$ cat src/rtl/multicycle_controller_pkg.sv
// Shared opcode, ALUOp and state/class encodings for the RV32-subset
// multi-cycle control path.
package riscv_ctrl_pkg;

    localparam logic [6:0] OP_R   = 7'b0110011;
    localparam logic [6:0] OP_I   = 7'b0010011;
    localparam logic [6:0] OP_LUI = 7'b0110111;
    localparam logic [6:0] OP_LW  = 7'b0000011;
    localparam logic [6:0] OP_SW  = 7'b0100011;
    localparam logic [6:0] OP_BR  = 7'b1100011;

    localparam logic [1:0] ALUOP_MEM = 2'b00;
    localparam logic [1:0] ALUOP_BR  = 2'b01;
    localparam logic [1:0] ALUOP_RI  = 2'b10;
    localparam logic [1:0] ALUOP_LUI = 2'b11;

    typedef enum logic [2:0] {
        FETCH  = 3'd0,
        DECODE = 3'd1,
        EXEC   = 3'd2,
        MEM    = 3'd3,
        WB     = 3'd4,
        TRAP   = 3'd5
    } state_t;

    typedef enum logic [2:0] {
        CLS_R   = 3'd0,
        CLS_I   = 3'd1,
        CLS_LUI = 3'd2,
        CLS_LW  = 3'd3,
        CLS_SW  = 3'd4,
        CLS_BR  = 3'd5
    } op_class_t;

endpackage

$ cat src/rtl/multicycle_controller_if.sv
// Controller <-> datapath/memory bundle: opcode, flags, ready handshakes
// and the decoded control set.
interface multicycle_controller_if;

    logic [6:0] Opcode;
    logic       Zero;
    logic       imem_ready;
    logic       dmem_ready;
    logic       InstrReq;
    logic       IRWrite;
    logic       PCWrite;
    logic       ALUSrc;
    logic       MemtoReg;
    logic       RegWrite;
    logic       MemRead;
    logic       MemWrite;
    logic [1:0] ALUOp;
    logic       Branch;

    modport master (
        input  Opcode, Zero, imem_ready, dmem_ready,
        output InstrReq, IRWrite, PCWrite, ALUSrc, MemtoReg, RegWrite,
               MemRead, MemWrite, ALUOp, Branch
    );

    modport slave (
        output Opcode, Zero, imem_ready, dmem_ready,
        input  InstrReq, IRWrite, PCWrite, ALUSrc, MemtoReg, RegWrite,
               MemRead, MemWrite, ALUOp, Branch
    );

endinterface

$ cat src/rtl/multicycle_controller_opcode_class_decode.sv
// Maps a 7-bit opcode to its instruction class and a legal flag.
module opcode_class_decode
    import riscv_ctrl_pkg::*;
(
    input  logic [6:0] op,
    output op_class_t  op_class,
    output logic       legal
);

    always_comb begin
        op_class = CLS_R;
        legal    = '1;
        case (op)
            OP_R:    op_class = CLS_R;
            OP_I:    op_class = CLS_I;
            OP_LUI:  op_class = CLS_LUI;
            OP_LW:   op_class = CLS_LW;
            OP_SW:   op_class = CLS_SW;
            OP_BR:   op_class = CLS_BR;
            default: legal    = '0;
        endcase
    end

endmodule

$ cat src/rtl/multicycle_controller.sv
// Multi-cycle control FSM: FETCH/DECODE/EXEC/MEM/WB sequencing with memory
// timeouts, sticky trap and a retired-instruction counter.
module multicycle_controller
    import riscv_ctrl_pkg::*;
#(
    parameter int unsigned MEM_TIMEOUT = 16,
    parameter int unsigned CNT_W       = 32
) (
    input  logic                    clk,
    input  logic                    rst_n,
    multicycle_controller_if.master bus,
    output logic                    trap,
    output logic                    retire,
    output logic [CNT_W-1:0]        retired_cnt
);

    state_t     state, state_nxt;
    logic [6:0] op_q;
    logic [6:0] dec_op;
    logic [7:0] wait_cnt;
    op_class_t  op_class;
    logic       legal;
    logic       timeout;

    logic       instr_req, ir_write, pc_write, alu_src, mem_to_reg;
    logic       reg_write, mem_read, mem_write, branch, trap_c, retire_c;
    logic [1:0] alu_op;

    // DECODE classifies the live opcode so an illegal one traps next cycle;
    // later states use the latched copy.
    assign dec_op  = (state == DECODE) ? bus.Opcode : op_q;
    assign timeout = (wait_cnt == 8'(MEM_TIMEOUT - 1));

    opcode_class_decode u_decode (
        .op       (dec_op),
        .op_class (op_class),
        .legal    (legal)
    );

    always_comb begin
        state_nxt  = state;
        instr_req  = '0;
        ir_write   = '0;
        pc_write   = '0;
        alu_src    = '0;
        mem_to_reg = '0;
        reg_write  = '0;
        mem_read   = '0;
        mem_write  = '0;
        alu_op     = ALUOP_MEM;
        branch     = '0;
        trap_c     = '0;
        retire_c   = '0;
        case (state)
            FETCH: begin
                instr_req = '1;
                if (bus.imem_ready) begin
                    ir_write  = '1;
                    pc_write  = '1;
                    state_nxt = DECODE;
                end else if (timeout) begin
                    state_nxt = TRAP;
                end
            end
            DECODE: state_nxt = legal ? EXEC : TRAP;
            EXEC: begin
                case (op_class)
                    CLS_R:   begin alu_op = ALUOP_RI;                 state_nxt = WB;  end
                    CLS_I:   begin alu_op = ALUOP_RI;  alu_src = '1;  state_nxt = WB;  end
                    CLS_LUI: begin alu_op = ALUOP_LUI; alu_src = '1;  state_nxt = WB;  end
                    CLS_LW,
                    CLS_SW:  begin alu_op = ALUOP_MEM; alu_src = '1;  state_nxt = MEM; end
                    default: begin
                        alu_op    = ALUOP_BR;
                        branch    = bus.Zero;
                        retire_c  = '1;
                        state_nxt = FETCH;
                    end
                endcase
            end
            MEM: begin
                alu_src   = '1;
                mem_read  = (op_class == CLS_LW);
                mem_write = (op_class == CLS_SW);
                if (bus.dmem_ready) begin
                    retire_c  = (op_class == CLS_SW);
                    state_nxt = (op_class == CLS_SW) ? FETCH : WB;
                end else if (timeout) begin
                    state_nxt = TRAP;
                end
            end
            WB: begin
                reg_write  = '1;
                mem_to_reg = (op_class == CLS_LW);
                retire_c   = '1;
                state_nxt  = FETCH;
                case (op_class)
                    CLS_R:   alu_op = ALUOP_RI;
                    CLS_I:   begin alu_op = ALUOP_RI;  alu_src = '1; end
                    CLS_LUI: begin alu_op = ALUOP_LUI; alu_src = '1; end
                    default: ;
                endcase
            end
            TRAP:    trap_c    = '1;
            default: state_nxt = TRAP;
        endcase
    end

    always_ff @(posedge clk or negedge rst_n) begin
        if (!rst_n) begin
            state       <= FETCH;
            op_q        <= '0;
            wait_cnt    <= '0;
            retired_cnt <= '0;
        end else begin
            state <= state_nxt;
            if (state == DECODE)
                op_q <= bus.Opcode;
            if (state_nxt != state)
                wait_cnt <= '0;
            else if ((state == FETCH && !bus.imem_ready) || (state == MEM && !bus.dmem_ready))
                wait_cnt <= wait_cnt + 8'd1;
            if (retire_c)
                retired_cnt <= retired_cnt + CNT_W'(1);
        end
    end

    // Outputs are forced low for the whole time reset is held.
    assign bus.InstrReq = rst_n & instr_req;
    assign bus.IRWrite  = rst_n & ir_write;
    assign bus.PCWrite  = rst_n & pc_write;
    assign bus.ALUSrc   = rst_n & alu_src;
    assign bus.MemtoReg = rst_n & mem_to_reg;
    assign bus.RegWrite = rst_n & reg_write;
    assign bus.MemRead  = rst_n & mem_read;
    assign bus.MemWrite = rst_n & mem_write;
    assign bus.ALUOp    = {2{rst_n}} & alu_op;
    assign bus.Branch   = rst_n & branch;
    assign trap         = rst_n & trap_c;
    assign retire       = rst_n & retire_c;

endmodule

$ cat src/flat_wrapper.sv
// flat-port wrapper written by rule: the top's interface ports become plain ports
module multicycle_controller_flat import riscv_ctrl_pkg::*;
#(
    parameter int unsigned MEM_TIMEOUT = 16,
    parameter int unsigned CNT_W       = 32
)
  (clk, rst_n, trap, retire, retired_cnt, bus_Opcode, bus_Zero, bus_imem_ready, bus_dmem_ready, bus_InstrReq, bus_IRWrite, bus_PCWrite, bus_ALUSrc, bus_MemtoReg, bus_RegWrite, bus_MemRead, bus_MemWrite, bus_ALUOp, bus_Branch);
  multicycle_controller_if bus_i ();
  input  logic clk;
  input  logic rst_n;
  output logic trap;
  output logic retire;
  output logic [CNT_W-1:0] retired_cnt;
  input wire logic [$bits(bus_i.Opcode)-1:0] bus_Opcode;
  input wire logic [$bits(bus_i.Zero)-1:0] bus_Zero;
  input wire logic [$bits(bus_i.imem_ready)-1:0] bus_imem_ready;
  input wire logic [$bits(bus_i.dmem_ready)-1:0] bus_dmem_ready;
  output wire logic [$bits(bus_i.InstrReq)-1:0] bus_InstrReq;
  output wire logic [$bits(bus_i.IRWrite)-1:0] bus_IRWrite;
  output wire logic [$bits(bus_i.PCWrite)-1:0] bus_PCWrite;
  output wire logic [$bits(bus_i.ALUSrc)-1:0] bus_ALUSrc;
  output wire logic [$bits(bus_i.MemtoReg)-1:0] bus_MemtoReg;
  output wire logic [$bits(bus_i.RegWrite)-1:0] bus_RegWrite;
  output wire logic [$bits(bus_i.MemRead)-1:0] bus_MemRead;
  output wire logic [$bits(bus_i.MemWrite)-1:0] bus_MemWrite;
  output wire logic [$bits(bus_i.ALUOp)-1:0] bus_ALUOp;
  output wire logic [$bits(bus_i.Branch)-1:0] bus_Branch;
  assign bus_i.Opcode = bus_Opcode;
  assign bus_i.Zero = bus_Zero;
  assign bus_i.imem_ready = bus_imem_ready;
  assign bus_i.dmem_ready = bus_dmem_ready;
  assign bus_InstrReq = bus_i.InstrReq;
  assign bus_IRWrite = bus_i.IRWrite;
  assign bus_PCWrite = bus_i.PCWrite;
  assign bus_ALUSrc = bus_i.ALUSrc;
  assign bus_MemtoReg = bus_i.MemtoReg;
  assign bus_RegWrite = bus_i.RegWrite;
  assign bus_MemRead = bus_i.MemRead;
  assign bus_MemWrite = bus_i.MemWrite;
  assign bus_ALUOp = bus_i.ALUOp;
  assign bus_Branch = bus_i.Branch;
  multicycle_controller #(.MEM_TIMEOUT(MEM_TIMEOUT), .CNT_W(CNT_W)) u_core (.clk(clk), .rst_n(rst_n), .bus(bus_i), .trap(trap), .retire(retire), .retired_cnt(retired_cnt));
endmodule
$ cat config.mk
export PLATFORM = sky130hd
export DESIGN_NAME = multicycle_controller_flat
export DESIGN_NICKNAME = d
export VERILOG_FILES = /design/src/rtl/multicycle_controller_pkg.sv /design/src/rtl/multicycle_controller_if.sv /design/src/rtl/multicycle_controller_opcode_class_decode.sv /design/src/rtl/multicycle_controller.sv /design/src/flat_wrapper.sv
export SDC_FILE = /design/constraint.sdc
export NUM_CORES = 1
export LEC_CHECK = 0
export BUFFER_PORTS_ARGS = -buffer_cell sky130_fd_sc_hd__buf_2
export CORE_MARGIN = 2
export CORE_UTILIZATION = 50
export DETAILED_ROUTE_END_ITERATION = 10
export PLACE_DENSITY = 0.76
export REMOVE_ABC_BUFFERS = 1
export SLEW_MARGIN = 25
export SYNTH_ARGS = -nofsm -noshare
export SYNTH_HDL_FRONTEND = slang
export SYNTH_SLANG_ARGS = --single-unit
export TNS_END_PERCENT = 10
$ cat constraint.sdc
create_clock -name clk -period 2.22 [get_ports clk]
set_input_delay 0.444 -clock clk [delete_from_list [all_inputs] [get_ports clk]]
set_output_delay 0.444 -clock clk [all_outputs]
set_load 0.03 [all_outputs]
; Word level (Yosys, flattened, before mapping)
; Cells that the tools add are included.
[classes]
addsub = 2
n_mul = 0
div = 0
order_cmp = 0
eq_ne = 17
n_shift = 0
muxes = 31
bitwise_logic = 11
n_reduce_logical = 15
[ops]
columns = operator, count
row1 = 32-bit by 1-bit adder with 32-bit output (second input constant), 1
row2 = 7-bit by 6-bit equality test with 1-bit output (second input constant), 3
row3 = 3-bit one-hot mux with 6 select lines, 1
row4 = 8-bit two-way mux, 2
row5 = 1-bit two-way mux, 15
row6 = 3-bit two-way mux, 5
row7 = 3-bit one-hot mux with 5 select lines, 1
row8 = 3-bit by 2-bit equality test with 1-bit output (second input constant), 4
row9 = 1-bit AND, 10
row10 = 3-bit equality test (second input constant), 3
row11 = 8-bit by 1-bit adder with 8-bit output (second input constant), 1
row12 = 8-bit by 4-bit equality test with 1-bit output (second input constant), 1
row13 = 2-bit one-hot mux with 2 select lines, 2
row14 = 7-bit by 2-bit equality test with 1-bit output (second input constant), 1
row15 = 7-bit by 5-bit equality test with 1-bit output (second input constant), 1
row16 = 7-bit equality test (second input constant), 1
row17 = 7-bit two-way mux, 1
row18 = 3-bit by 1-bit equality test with 1-bit output (second input constant), 2
row19 = 3-bit zero test, 2
row20 = 1-bit one-hot mux with 3 select lines, 2
row21 = 2-bit one-hot mux with 3 select lines, 1
row22 = 3-bit one-hot mux with 2 select lines, 1
row23 = 2-bit OR reduction, 3
row24 = 6-bit OR reduction, 1
row25 = other kinds (9), 11
[totals]
reg_bits = 50
latch_bits = 0
mem_bits_rw = 0
romBits = 0
out_inout_bits = 45
elab_cells = 80
mem_count = 0

; Depth between registers and ports, before layout
; Gate-level depths: netlist (run 1).
[depth]
depth_word = 10
mapped_depth = 9

; Modules after synthesis
; From an unflattened synthesis (run 1), not the netlist that was laid out.
[unflattened]
hier_cells = 270
hier_area_um2 = 2788.9
[by_module_without_submodules]
columns = module, instances, cells_per_inst, area_per_inst_um2, seq_area_each_um2
row1 = multicycle_controller, 1, 259, 2710.1, 1251.2
row2 = opcode_class_decode, 1, 11, 78.8, 0.0

; Worst setup path before layout (run 1)
; OpenSTA, ideal clock, no wires.
[synth_timing]
path_type = input-to-output
start = input port bus_Opcode[3]
end = output port bus_ALUSrc
arrival_time_ns = 2.162
t_required_ns = 1.776
setup_slack_ns = -0.386
path_stages = 5
path_buffers = 0
cell_sequence = or4b_2 nor2_1 o211a_1 o21ai_0 a21boi_0
[synth_via]
elab_chain_cells = 8
[synth_lines]
columns = item, line
row1 = start: declaration, flat_wrapper.sv:14  ; input wire logic [$bits(bus_i.Opcode)-1:0] bus_Opcode;
row2 = 7-bit two-way mux *, -
row3 = "7-bit equality test, or another cell as far along", multicycle_controller_opcode_class_decode.sv:13  ; case (op)
row4 = 3-bit one-hot mux with 5 select lines *, multicycle_controller_opcode_class_decode.sv:13
row5 = "3-bit by 1-bit equality test with 1-bit output, or another cell as far along", "multicycle_controller.sv:67, multicycle_controller.sv:97"
row6 = 4-bit OR reduction (no source line) / 2-bit OR reduction (equally long branches), -
row7 = "1-bit two-way mux, on equally long branches", "multicycle_controller.sv:67, multicycle_controller.sv:97"
row8 = 1-bit one-hot mux with 3 select lines *, multicycle_controller.sv:54  ; case (state)
row9 = 1-bit AND *, multicycle_controller.sv:132  ; assign bus.ALUSrc = rst_n & alu_src;
row10 = end: declaration, flat_wrapper.sv:21  ; output wire logic [$bits(bus_i.ALUSrc)-1:0] bus_ALUSrc;
; Every way passes the cells marked *; elsewhere a longest branch is shown, timed or not.

; Final worst setup path (run 1)
[layout_timing]
start = register u_core.state[2]
end = output port bus_MemWrite
[layout_via]
elab_chain_cells = 7
[layout_lines]
columns = item, line
row1 = start: declaration, multicycle_controller.sv:17  ; state_t state, state_nxt;
row2 = start signal: assignment, multicycle_controller.sv:116  ; state <= state_nxt;
row3 = 3-bit by 1-bit equality test with 1-bit output, multicycle_controller.sv:31  ; assign dec_op = (state == DECODE) ? bus.Opcode : op_q;
row4 = 7-bit two-way mux, -
row5 = "7-bit equality test, or another cell as far along", multicycle_controller_opcode_class_decode.sv:13
row6 = 3-bit one-hot mux with 5 select lines, multicycle_controller_opcode_class_decode.sv:13
row7 = 3-bit equality test, multicycle_controller.sv:84  ; mem_write = (op_class == CLS_SW);
row8 = 1-bit two-way mux *, multicycle_controller.sv:54
row9 = 1-bit AND *, multicycle_controller.sv:136  ; assign bus.MemWrite = rst_n & mem_write;
row10 = end: declaration, flat_wrapper.sv:25  ; output wire logic [$bits(bus_i.MemWrite)-1:0] bus_MemWrite;
; Marks and branches as above.

==> results.md, run 1 <==
* Final Hold Violating Endpoints at 0
* Fraction of post-synthesis cell area in the top cell type by area at between 40% and 50%
* Fill cell count at 420
* Cell internal power dissipation at 1600 uW
* Max-cap check violation count at 0
* Switching fraction of total power at between 20% and 30%
* Placed instance count at 434
* Relative area change from synthesis to final layout at 30.2%
* Die Y at about 79 um
* Insertion delay to the later sink of the worst-skew pair at between 0.3 and 0.4 ns
* Die X-Extent at a little under 80 um
* Final number of setup-violating endpoints at 10
* Setup repair after global routing missed its margin: true
* Clock edge transition at the registers on the reported setup and hold paths at approximately 0.09 ns
* Register area at about 0.0013 mm2
* Number of rows created at floorplan at 27
* Floorplan core area at around 0.0055 mm2
* Startpoint kind of the worst setup timing path: flop
* Share of the core filled with cells at between 60% and 70%
* Required time worst endpoint at between 1.5 and 2 ns
* Worst setup slack after layout at -0.231 ns
* Run status: finished with violations
* Clock sinks at 50
* Aggregate global routing overflow at 0
* Average via count per standard cell at about 5.7
* Type of element capturing the critical path: output pin
* Total length of routed wires at around 7.1 mm
* Die Footprint at ~0.0063 mm2
* Area used by multi-input combinational logic at roughly 0.0015 mm2
* Max Clock Skew at 0.00822 ns
* Power per Cell Area at between 600 and 700 mW/mm2
* Number of synthesized register bits at 50
* Post-synth EDFFs at 0
* Clock tree from TritonCTS: done
* Root cell of the clock tree: sky130_fd_sc_hd__clkbuf_8
* Sequential cell fraction of total power at 46.1%
* Worst Setup Path Type: reg2out
* Residual DRC at 0
* Routed wirelength normalized by instance count at about 16 um
* CP cell instances: nor3b_2 > buf_6 > mux2i_4 > nand4_1 > nor2b_1 > buf_4
* Data arrival time of the worst path at approximately 2 ns
* Antenna diode instance count at 0
* GRT Util Overall at around a quarter
* Static leakage power at approximately 0.0018 uW
* Yosys warnings at 0
* Via count of the first global-routing pass at 2,462
* Headroom to the max-slew limit at 62.7%
* Initial antenna violation count at 0
* Overall via count from detail_route at approximately 2,600
* Num ports at 57
* Synthesized area at 0.00282 mm2
* Count of mapped cells out of synthesis at slightly below 300
* IO Port Bufs at 56
* Leading post-synthesis cells by cell area: sky130_fd_sc_hd__dfrtp_1 (44%), sky130_fd_sc_hd__xnor2_1 (10%), sky130_fd_sc_hd__nand2_1 (4.1%)
* Min Clock Period, post-route at 2.45 ns
* Initial drt markers at 200
* Cell with the most instances after synthesis: sky130_fd_sc_hd__dfrtp_1
* Fraction of layout instances using a drive strength above 1 at approximately a third
* Part of the Yosys area used for sequential elements at about 44%
* Instance count on the critical path at 6
* Fmax achieved at between 0.4 and 0.5 GHz
* Number of standard cells in the final layout excluding fillers at approximately 450
* Final weighted congestion of routability-driven global placement at between 0.8 and 0.9
* HP Class: in2async
* Largest vdd supply drop at 0.000604 V
* Mean instance size in the synthesized netlist at 9.65 um2
* Crit path max-delay cell type: sky130_fd_sc_hd__dfrtp_1
* Estimated wirelength of the detail-placed design at 4.82 mm
* Max Slew Vio Count at 0
* Final period util at 110%
* Clock power frac at around a third
* Initial standard-cell utilization of the core at roughly half
* Maximum buffer depth of the clock tree at 2
* CP delay by family, top: simple AND/OR/NAND/NOR gates
* Synth async-reset ratio at 100%
* R2R cell count at 9
* Max FO, Critical Path at 7
* Largest area contributor in the netlist: sky130_fd_sc_hd__dfrtp_1
* Power share of the combinational group at approximately a fifth
* CTS Buf Count at 5
* Number of nets at the end of the flow at slightly below 400
* Failing checks: negative setup slack
* Global-route wire length before repair at roughly 12 mm
* Post-placement worst setup slack at -0.193 ns
* Number of buffer and inverter stages on the critical path at 2
* Largest stage delay, worst path at approximately 0.43 ns
* Power, Total at 2250 uW
* List of most frequent post-synthesis cells: sky130_fd_sc_hd__dfrtp_1 (50), sky130_fd_sc_hd__xnor2_1 (33), sky130_fd_sc_hd__nand2_1 (31)
* Worst Tran Pin Value at 0.555 ns
* Commonest register cell after synthesis: sky130_fd_sc_hd__dfrtp_1
* Number of antenna-violating nets in the routed design at 0
* Detailed Routing Iterations Pass 1 at 5
* Number of H-tree branching levels at 2
* Net switching component of the power at ~650 uW
* Unique cell type count in the Yosys netlist at 56
* Largest net degree at the start of global routing at 23
routing by layer:
layer | wire, um | track usage, %
met3 | 429 | 4.55
met4 | 174 | 8.28
met1 | 3070 | 31.3
met5 | 0 | 0
met2 | 3430 | 39.7
per-stage QoR:
| stage | hold slack, ns | area, um2 | setup TNS, ns |
|---|---|---|---|
| 5_1_grt | 0.108 | 3670 | -2.38 |
| 3_3_place_gp | 0.427 | 3300 | -0.343 |
| 6_report | 0.105 | 3670 | -1.52 |
| 2_1_floorplan | 0.148 | 2700 | -2.59 |
| 4_1_cts | 0.0962 | 3620 | -0.927 |
| 3_5_place_dp | 0.432 | 3300 | -0.339 |
area by class of cell:
type	instances	share of cell area, %
flip-flops and latches	50	34.1
well taps	72	2.46
clock inverters	3	1.88
clock buffers	5	1.88
multi-input cells	219	41.6
inverters	6	0.614
repair buffers	98	17.4
what timing repair did:
| action | in CTS | in global routing |
|---|---|---|
| setup buffers | 9 | 2 |
| hold buffers | 0 | 0 |
| pin swaps | 12 | 3 |
| resized for setup | 30 | 11 |
| endpoints found under the setup margin | 8 | 21 |
worst paths after layout:
check                                       start                     end  slack [ns]
min reg2reg                u_core.retired_cnt[31]  u_core.retired_cnt[31]        0.48
max                               u_core.state[2]            bus_MemWrite       -0.23
max in group asynchronous                   rst_n   u_core.retired_cnt[4]        1.59
max reg2reg                       u_core.state[2]         u_core.state[2]       -0.12
min                                         rst_n      u_core.wait_cnt[3]        0.11
min in group clk                    bus_Opcode[1]          u_core.op_q[1]        0.35
power groups by stage:
stage	Clock [uW]	Sequential [uW]	Combinational [uW]
2_1_floorplan	0	1100	150
3_3_place_gp	0	1040	369
3_5_place_dp	0	1050	377
4_1_cts	772	1030	427
5_1_grt	811	1050	487
6_report	757	1040	453
flip-flops by register name (all words and copies together) (netlist names):
register            cells
u_core.state            3
u_core.op_q             7
u_core.retired_cnt     32
u_core.wait_cnt         8
cells in the final DEF (no fill, tap or decap), drive strengths merged, types with 2 or more instances in the layout:
master and count:
or4b 2, xnor2 33, nor3b 2, nor2b 3
mux2i 2, or2 2, buf 98, and4 6
and3 17, nor3 5, dfrtp 50, nand3 11
ha 2, nor2 27, inv 6, a211oi 2
nand3b 2, nor4 4, nand2 31, nand2b 2
a21oi 4, bufinv 2, nand4b 2, o21ai 10
xor2 5, nand4 19, clkbuf 5, and2 5
or3 2
logic make-up after synthesis:
group,Yosys count,synth area share [%]
XOR/XNOR,38,11.8
flip-flops,50,44.4
buffers and inverters,23,4.97
multiplexers,3,1.11
adder cells (fa/ha/maj),2,0.888
AND/OR/NAND/NOR,146,28.9
AO/OA/AOI/OAI,30,7.91
Note: power is estimated with default switching activity, not from simulation.
==> inputs of run 2 (changes only) <==
--- a/config.mk
+++ b/config.mk
@@ -6,6 +6,7 @@
 export NUM_CORES = 1
 export LEC_CHECK = 0
 export BUFFER_PORTS_ARGS = -buffer_cell sky130_fd_sc_hd__buf_2
+export CORE_ASPECT_RATIO = 2
 export CORE_MARGIN = 2
 export CORE_UTILIZATION = 50
 export DETAILED_ROUTE_END_ITERATION = 10
==> results.md, run 2 (same netlist as run 1, synthesis figures left out) <==
* HP Class: in2async
* Type of element capturing the critical path: output pin
* Max Slew Vio Count at 0
* Worst setup slack after layout at -0.241 ns
* Crit path max-delay cell type: sky130_fd_sc_hd__dfrtp_1
* Number of antenna-violating nets in the routed design at 0
* Aggregate global routing overflow at 0
* Final period util at 111%
* CP cell instances: nor3b_2 > buf_4 > mux2i_1 > buf_4 > nand4_1 > nor2_1 > buf_4
* Most common library cell in the layout ignoring fill and taps: sky130_fd_sc_hd__dfrtp_1
* Share of the core filled with cells at ~65%
* Largest stage delay, worst path at between 0.4 and 0.5 ns
* Antenna diode instance count at 0
* Number of buffer and inverter stages on the critical path at 3
* IO Port Bufs at between 50 and 60
* Largest net degree at the start of global routing at 36
* Num ports at 57
* Most repeated library cell on the critical path: sky130_fd_sc_hd__buf_4
* Switching fraction of total power at around a third
* Floorplan core area at about 0.0054 mm2
* Routed met2 length at 3.78 mm
* Fraction of layout instances using a drive strength above 1 at between 30 and 40%
* Number of nets at the end of the flow at slightly below 400
* GRT Util Overall at a little under a quarter
* Residual DRC at 0
* Overall via count from detail_route at ~2,500
* Source of the critical timing path: u_core.state[2]
* Leading cell types in the layout, fill and taps excluded: sky130_fd_sc_hd__dfrtp_1 (50), sky130_fd_sc_hd__buf_2 (48), sky130_fd_sc_hd__buf_4 (40)
* Failing checks: negative setup slack
* Cell internal power dissipation at 1370 uW
* Maximum buffer depth of the clock tree at 2
* Largest register by flop count: u_core.retired_cnt
* Estimated wirelength of the detail-placed design at approximately 4.9 mm
* Regs by FF count: u_core.retired_cnt: 32 flops, u_core.wait_cnt: 8 flops, u_core.op_q: 7 flops
* Total length of routed wires at around 6.9 mm
* Via count of the first global-routing pass at roughly 2,600
* Power share of the combinational group at around a fifth
* Insertion delay to the later sink of the worst-skew pair at approximately 0.33 ns
* Die Footprint at ~0.0063 mm2
* Data arrival time of the worst path at 2.02 ns
* Setup slack of the most critical reg-to-reg path at 0.14 ns
* Die X-Extent at approximately 57 um
* Max Clock Skew at between 0.01 and 0.015 ns
* Uppermost layer routed: met4
* Final weighted congestion of routability-driven global placement at roughly 0.99
* Worst Tran Pin Value at slightly below 0.5 ns
* Setup repair after global routing missed its margin: true
* Clock sinks at 50
* Final Hold Violating Endpoints at 0
* CP delay by family, top: simple AND/OR/NAND/NOR gates
* Die Y at between 100 and 150 um
* Startpoint kind of the worst setup timing path: flop
* Average via count per standard cell at around 5.7
* Number of hold buffers added after cts at 0
* Number of H-tree branching levels at 2
* Final number of setup-violating endpoints at 8
* Clock edge transition at the registers on the reported setup and hold paths at roughly 0.11 ns
* Placed instance count at 420
* Startpoint of the lowest-slack register-to-register path: u_core.state[2]
* DR WL met3 at roughly 230 um
* Clock power frac at a little under 30%
* Power per Cell Area at a little under 600 mW/mm2
* CTS Buf Count at 5
* Relative area change from synthesis to final layout at 24.7%
* Placed cell area at approximately 0.0033 mm2
* Initial standard-cell utilization of the core at about half
* Max-cap check violation count at 0
* Worst Setup Path Type: reg2out
* Number of standard cells in the final layout excluding fillers at approximately 440
* Headroom to the max-slew limit at between 60% and 70%
* Fmax achieved at around 0.41 GHz
* Routed wirelength normalized by instance count at 15.8 um
* Net switching component of the power at around 670 uW
* Initial drt markers at 60
* Static leakage power at around 0.0017 uW
* Run status: finished with violations
* Max FO, Critical Path at 6
* Clock tree from TritonCTS: done
* Number of flip-flops in the largest register at 32
* Detailed Routing Iterations Pass 1 at 4
* Sequential cell fraction of total power at 50.8%
* Root cell of the clock tree: sky130_fd_sc_hd__clkbuf_8
* Final standard cell area without fillers at between 0.003 and 0.004 mm2
* Global-route wire length before repair at between 10 and 15 mm
* Met1 routed wirelength after detailed routing at ~2.6 mm
* Initial antenna violation count at 0
* Number of rows created at floorplan at 38
* Required time worst endpoint at 1.78 ns
* Min Clock Period, post-route at roughly 2.5 ns
* Largest vdd supply drop at roughly 0.00063 V
-- run 2: cell types whose count changed in the layout (fill, tap and decap cells not counted), sizes merged --
cell | before | now
buf | 98 | 92
inv | 6 | 7
clkinv | 1 | 2
bufinv | 2 | 0
-- run 2: final cells by class --
| type | instances | area (um2) |
|---|---|---|
| sequential | 50 | 1250 |
| multi-input combinational | 219 | 1480 |
| inverter | 6 | 22.5 |
| clock inverter | 3 | 28.8 |
| timing repair buffer | 92 | 586 |
| clock buffer | 5 | 68.8 |
| tap | 60 | 75.1 |
| fill | 473 | 1910 |
-- run 2: what timing repair did --
| item | 4_1_cts | 5_1_grt |
|---|---|---|
| setup buffers | 7 | 0 |
| gates resized for setup | 20 | 6 |
| setup endpoints to repair | 8 | 42 |
| pin swaps | 6 | 4 |
-- run 2: stage by stage --
step	hold WS (ns)	setup slack, ns	TNS (ns)	total power [uW]
6_report	0.0744	-0.241	-1.34	2040
5_1_grt	0.0985	-0.347	-2.23	2140
4_1_cts	0.0791	-0.183	-1.24	2050
3_5_place_dp	0.445	-0.230	-0.400	1420
3_3_place_gp	0.428	-0.210	-0.376	1420
2_1_floorplan	0.148	-0.576	-2.59	1250
-- run 2: layer usage --
| layer | global-route usage (%) | vias to the layer above |
|---|---|---|
| met5 | 0 | - |
| met4 | 13.1 | 0 |
| met3 | 4.08 | 15 |
| met2 | 41.3 | 55 |
| met1 | 27.2 | 1214 |
| li1 | - | 1189 |
-- run 2: power groups by stage --
| stage | combinational [uW] | clock (uW) | sequential, uW |
|---|---|---|---|
| floorplan | 150 | 0 | 1100 |
| global placement | 367 | 0 | 1050 |
| detailed placement | 373 | 0 | 1050 |
| CTS | 409 | 606 | 1040 |
| global route | 451 | 642 | 1050 |
| finish | 413 | 590 | 1040 |
-- run 2: path summary, 6_finish.rpt --
check                                         end  cells after the start
max                                   bus_MemRead                      7
min                               u_core.state[1]                      2
max reg2reg                u_core.retired_cnt[25]                      8
min reg2reg                u_core.retired_cnt[31]                      1
max in group asynchronous  u_core.retired_cnt[11]                      3
min in group clk                   u_core.op_q[2]                      3
-- run 2: worst reg2reg max path, cell delays in order, from the launching register on --
cell                        delay, ns
sky130_fd_sc_hd__dfrtp_1         0.41
sky130_fd_sc_hd__or3b_4          0.45
sky130_fd_sc_hd__nor2_4          0.10
sky130_fd_sc_hd__a32o_2          0.21
sky130_fd_sc_hd__o2bb2ai_4       0.13
sky130_fd_sc_hd__buf_4           0.14
sky130_fd_sc_hd__buf_6           0.20
sky130_fd_sc_hd__nand4b_1        0.16
sky130_fd_sc_hd__xnor2_1         0.16
==> inputs of run 3 (changes only) <==
--- a/config.mk
+++ b/config.mk
@@ -5,10 +5,11 @@
 export SDC_FILE = /design/constraint.sdc
 export NUM_CORES = 1
 export LEC_CHECK = 0
+export ABC_AREA = 1
 export BUFFER_PORTS_ARGS = -buffer_cell sky130_fd_sc_hd__buf_2
 export CORE_ASPECT_RATIO = 2
 export CORE_MARGIN = 2
-export CORE_UTILIZATION = 50
+export CORE_UTILIZATION = 51
 export DETAILED_ROUTE_END_ITERATION = 10
 export PLACE_DENSITY = 0.76
 export REMOVE_ABC_BUFFERS = 1
==> results.md, run 3 <==
* Run status: finished with violations
* Failing checks: negative setup slack
* Data arrival time of the worst path at approximately 2.2 ns
* Final weighted congestion of routability-driven global placement at 0.918
* Residual DRC at 0
* Count of mapped cells out of synthesis at a little under 400
* Fraction of layout instances using a drive strength above 1 at 36.6%
* Die Y at between 100 and 150 um
* Worst setup slack after layout at -0.455 ns
* CP cell instances: inv_2 > nand2_4 > nor2_4 > nand2_1 > nand2_1 > nand2_2 > nor2_4 > nand4_1 > nand2_2 > nand2_2 > nand3_2 > nand2_1 > nand2_1 > buf_6
* Largest stage delay, worst path at between 0.4 and 0.5 ns
* Yosys warnings at 0
* List of most frequent post-synthesis cells: sky130_fd_sc_hd__nand2_1 (89), sky130_fd_sc_hd__dfrtp_1 (50), sky130_fd_sc_hd__nor2_1 (47)
* Leading cell types in the layout, fill and taps excluded: sky130_fd_sc_hd__nand2_1 (79), sky130_fd_sc_hd__buf_4 (52), sky130_fd_sc_hd__dfrtp_1 (49)
* Unique cell type count in the Yosys netlist at 37
* Routed wirelength normalized by instance count at 16.3 um
* Num ports at 57
* Most common library cell in the layout ignoring fill and taps: sky130_fd_sc_hd__nand2_1
* Cell with the most instances after synthesis: sky130_fd_sc_hd__nand2_1
* Setup slack of the most critical reg-to-reg path at -0.20 ns
* Sum of negative setup slack at -6.01 ns
* Share of the core filled with cells at between 60% and 70%
* Regs by FF count: u_core.retired_cnt: 32 flops, u_core.wait_cnt: 8 flops, u_core.op_q: 7 flops
* Clock sinks at 50
* Max Slew Vio Count at 0
* Global-route wire length before repair at roughly 15 mm
* Complex-gate fraction of the synthesized area at roughly 2.7%
* Setup repair after global routing missed its margin: true
* Number of nets at the end of the flow at 510
* Multiplexer fraction of the synthesized cell area at between 1 and 1.5%
* Min Clock Period, post-route at around 2.7 ns
* Number of rows created at floorplan at 40
* IO Port Bufs at 56
* Final Hold Violating Endpoints at 0
* Number of H-tree branching levels at 2
* Max-cap check violation count at 0
* Relative area change from synthesis to final layout at 32.4%
* Root cell of the clock tree: sky130_fd_sc_hd__clkbuf_16
* Estimated wirelength of the detail-placed design at about 6.8 mm
* Max FO, Critical Path at 6
* Headroom to the max-slew limit at 64.4%
* CTS Buf Count at 5
* Simple-gate share of the synthesized area at 36.0%
* Most repeated library cell on the critical path: sky130_fd_sc_hd__nand2_1
* Commonest register cell after synthesis: sky130_fd_sc_hd__dfrtp_1
* Part of the Yosys area used for sequential elements at a little over 40%
* Largest register by flop count: u_core.retired_cnt
* Number of flip-flops in the largest register at 32
* Crit path max-delay cell type: sky130_fd_sc_hd__dfrtp_1
* Fraction of post-synthesis cell area in the top cell type by area at between 40 and 50%
* Maximum buffer depth of the clock tree at 2
* HP Class: in2async
* Via count of the first global-routing pass at 3,169
* Largest net degree at the start of global routing at 27
* Startpoint kind of the worst setup timing path: flop
* Required time worst endpoint at 1.78 ns
* Initial drt markers at around 160
* Worst Setup Path Type: reg2out
* XOR/XNOR share of the synthesized area at under 10%
* Number of buffer and inverter stages on the critical path at 2
* Leading post-synthesis cells by cell area: sky130_fd_sc_hd__dfrtp_1 (40%), sky130_fd_sc_hd__nand2_1 (11%), sky130_fd_sc_hd__xor2_1 (6.8%)
* Max Clock Skew at 0.00739 ns
* Power per Cell Area at between 400 and 500 mW/mm2
* Aggregate global routing overflow at 0
* Die Footprint at approximately 0.0067 mm2
* Initial antenna violation count at 0
* Average via count per standard cell at roughly 5.5
* GRT Util Overall at ~29%
* Die X-Extent at between 50 and 60 um
* Combinational family with the most area after synthesis: simple AND/OR/NAND/NOR gates
* Final number of setup-violating endpoints at 33
* Total length of routed wires at 9.15 mm
* Number of antenna-violating nets in the routed design at 0
* Synth async-reset ratio at 100%
* Largest area contributor in the netlist: sky130_fd_sc_hd__dfrtp_1
* Synthesized area at 0.00310 mm2
* Largest vdd supply drop at around 0.00075 V
* Insertion delay to the later sink of the worst-skew pair at just over 0.3 ns
* Antenna diode instance count at 0
* Detailed Routing Iterations Pass 1 at 4
* Type of element capturing the critical path: output pin
* Floorplan core area at around 0.0060 mm2
* CP delay by family, top: simple AND/OR/NAND/NOR gates
* Worst Tran Pin Value at roughly 0.53 ns
* Post-synthesis share of cell area spent on full adders, half adders and majority gates at 0.808%
* Clock edge transition at the registers on the reported setup and hold paths at around 0.070 ns
* Fmax achieved at ~0.37 GHz
* Overall via count from detail_route at between 3,000 and 4,000
* Final period util at 121%
* Post-synth EDFFs at 0
* Initial standard-cell utilization of the core at about half
* Static leakage power at 0.00212 uW
* Clock tree from TritonCTS: done
* Number of synthesized register bits at 50
* Mean instance size in the synthesized netlist at roughly 8 um2
## run 3: cell count changes in the layout (fill, tap and decap cells not counted), moves of 6 or more
cell                      change
sky130_fd_sc_hd__inv_2       +10
sky130_fd_sc_hd__and3_1      -16
sky130_fd_sc_hd__nor2_2       +6
sky130_fd_sc_hd__nor3_1       +6
sky130_fd_sc_hd__buf_4       +12
sky130_fd_sc_hd__nand2_1     +48
sky130_fd_sc_hd__inv_1       +37
sky130_fd_sc_hd__and4_1       -6
sky130_fd_sc_hd__xor2_1      +19
sky130_fd_sc_hd__nand3_2      +6
sky130_fd_sc_hd__nor2_1      +17
sky130_fd_sc_hd__nand2_2     +13
sky130_fd_sc_hd__xnor2_1     -22
## run 3: layout make-up
type / count / area (um2)
Fill cell: 510 / 1860
Multi-Input combinational cell: 279 / 1690
Sequential cell: 50 / 1250
Timing Repair Buffer: 106 / 722
Inverter: 54 / 205
Clock buffer: 5 / 125
Tap cell: 63 / 78.8
Clock inverter: 3 / 26.3
## run 3: logic make-up after synthesis
logic type | Yosys count
buffers and inverters | 61
muxes | 4
DFF | 50
adders and majority gates | 2
and+or+nand+nor | 222
xor gates and xnor gates | 35
AOI/OAI and AO/OA | 16
## run 3: per-layer routing
metal  wire length [um]  share of wire [%]  global-route usage [%]  up-vias
met5                  0                  0                       0        -
met4                608                6.6                    20.6        0
met3                274                3.0                    4.97       47
met2               5190                 57                    53.1      100
met1               3070                 34                    27.1     1472
li1                   -                  -                       -     1456
## run 3: where the power goes
| part | switching [uW] | total, uW | internal, uW |
|---|---|---|---|
| logic | 32.0 | 43.4 | 11.4 |
| registers | 0 | 910 | 910 |
| clock network | 381 | 810 | 429 |
| total | 413 | 1760 | 1350 |
## run 3: metrics by stage
step	worst slack, ns	total power, uW	area [um2]	hold WS [ns]	instances
3_5_place_dp	-0.0937	970	3670	0.472	538
2_1_floorplan	-0.552	935	3030	0.148	383
3_3_place_gp	-0.0363	969	3670	0.466	538
5_1_grt	-0.564	1820	4100	0.251	560
4_1_cts	-0.340	1780	3930	0.208	554
6_report	-0.455	1760	4100	0.220	560
## run 3: worst paths after layout
| kind | startpoint | endpoint | depth (start not counted) |
|---|---|---|---|
| setup / recovery | u_core.state[1] | bus_ALUSrc | 14 |
| hold reg to reg | u_core.retired_cnt[8] | u_core.retired_cnt[8] | 1 |
| setup reg to reg | u_core.state[1] | u_core.retired_cnt[30] | 14 |
| max in group asynchronous | rst_n | u_core.state[0] | 2 |
| hold / removal | rst_n | u_core.op_q[5] | 2 |
| min in group clk | bus_Opcode[2] | u_core.op_q[2] | 3 |
## run 3: worst reg2reg max path, cell delays in order (launching register included)
cell                      delay [ns]
sky130_fd_sc_hd__dfrtp_1        0.45
sky130_fd_sc_hd__inv_2          0.14
sky130_fd_sc_hd__nand2_4        0.07
sky130_fd_sc_hd__nor2_4         0.14
sky130_fd_sc_hd__nand2_1        0.07
sky130_fd_sc_hd__nand2_1        0.08
sky130_fd_sc_hd__nand2_2        0.11
sky130_fd_sc_hd__nor2_4         0.16
sky130_fd_sc_hd__buf_4          0.14
sky130_fd_sc_hd__nand3_1        0.10
sky130_fd_sc_hd__nand3_2        0.10
sky130_fd_sc_hd__buf_4          0.12
sky130_fd_sc_hd__buf_12         0.15
sky130_fd_sc_hd__buf_4          0.15
sky130_fd_sc_hd__mux2_2         0.32
## run 3: timing repair
| action | 4_1_cts | 5_1_grt |
|---|---|---|
| hold buffers | 0 | 0 |
| setup endpoints to repair | 25 | 36 |
| cloned | 0 | 0 |
| gates resized for setup | 20 | 35 |
| pin swaps | 6 | 17 |
| buffers inserted | 8 | 6 |
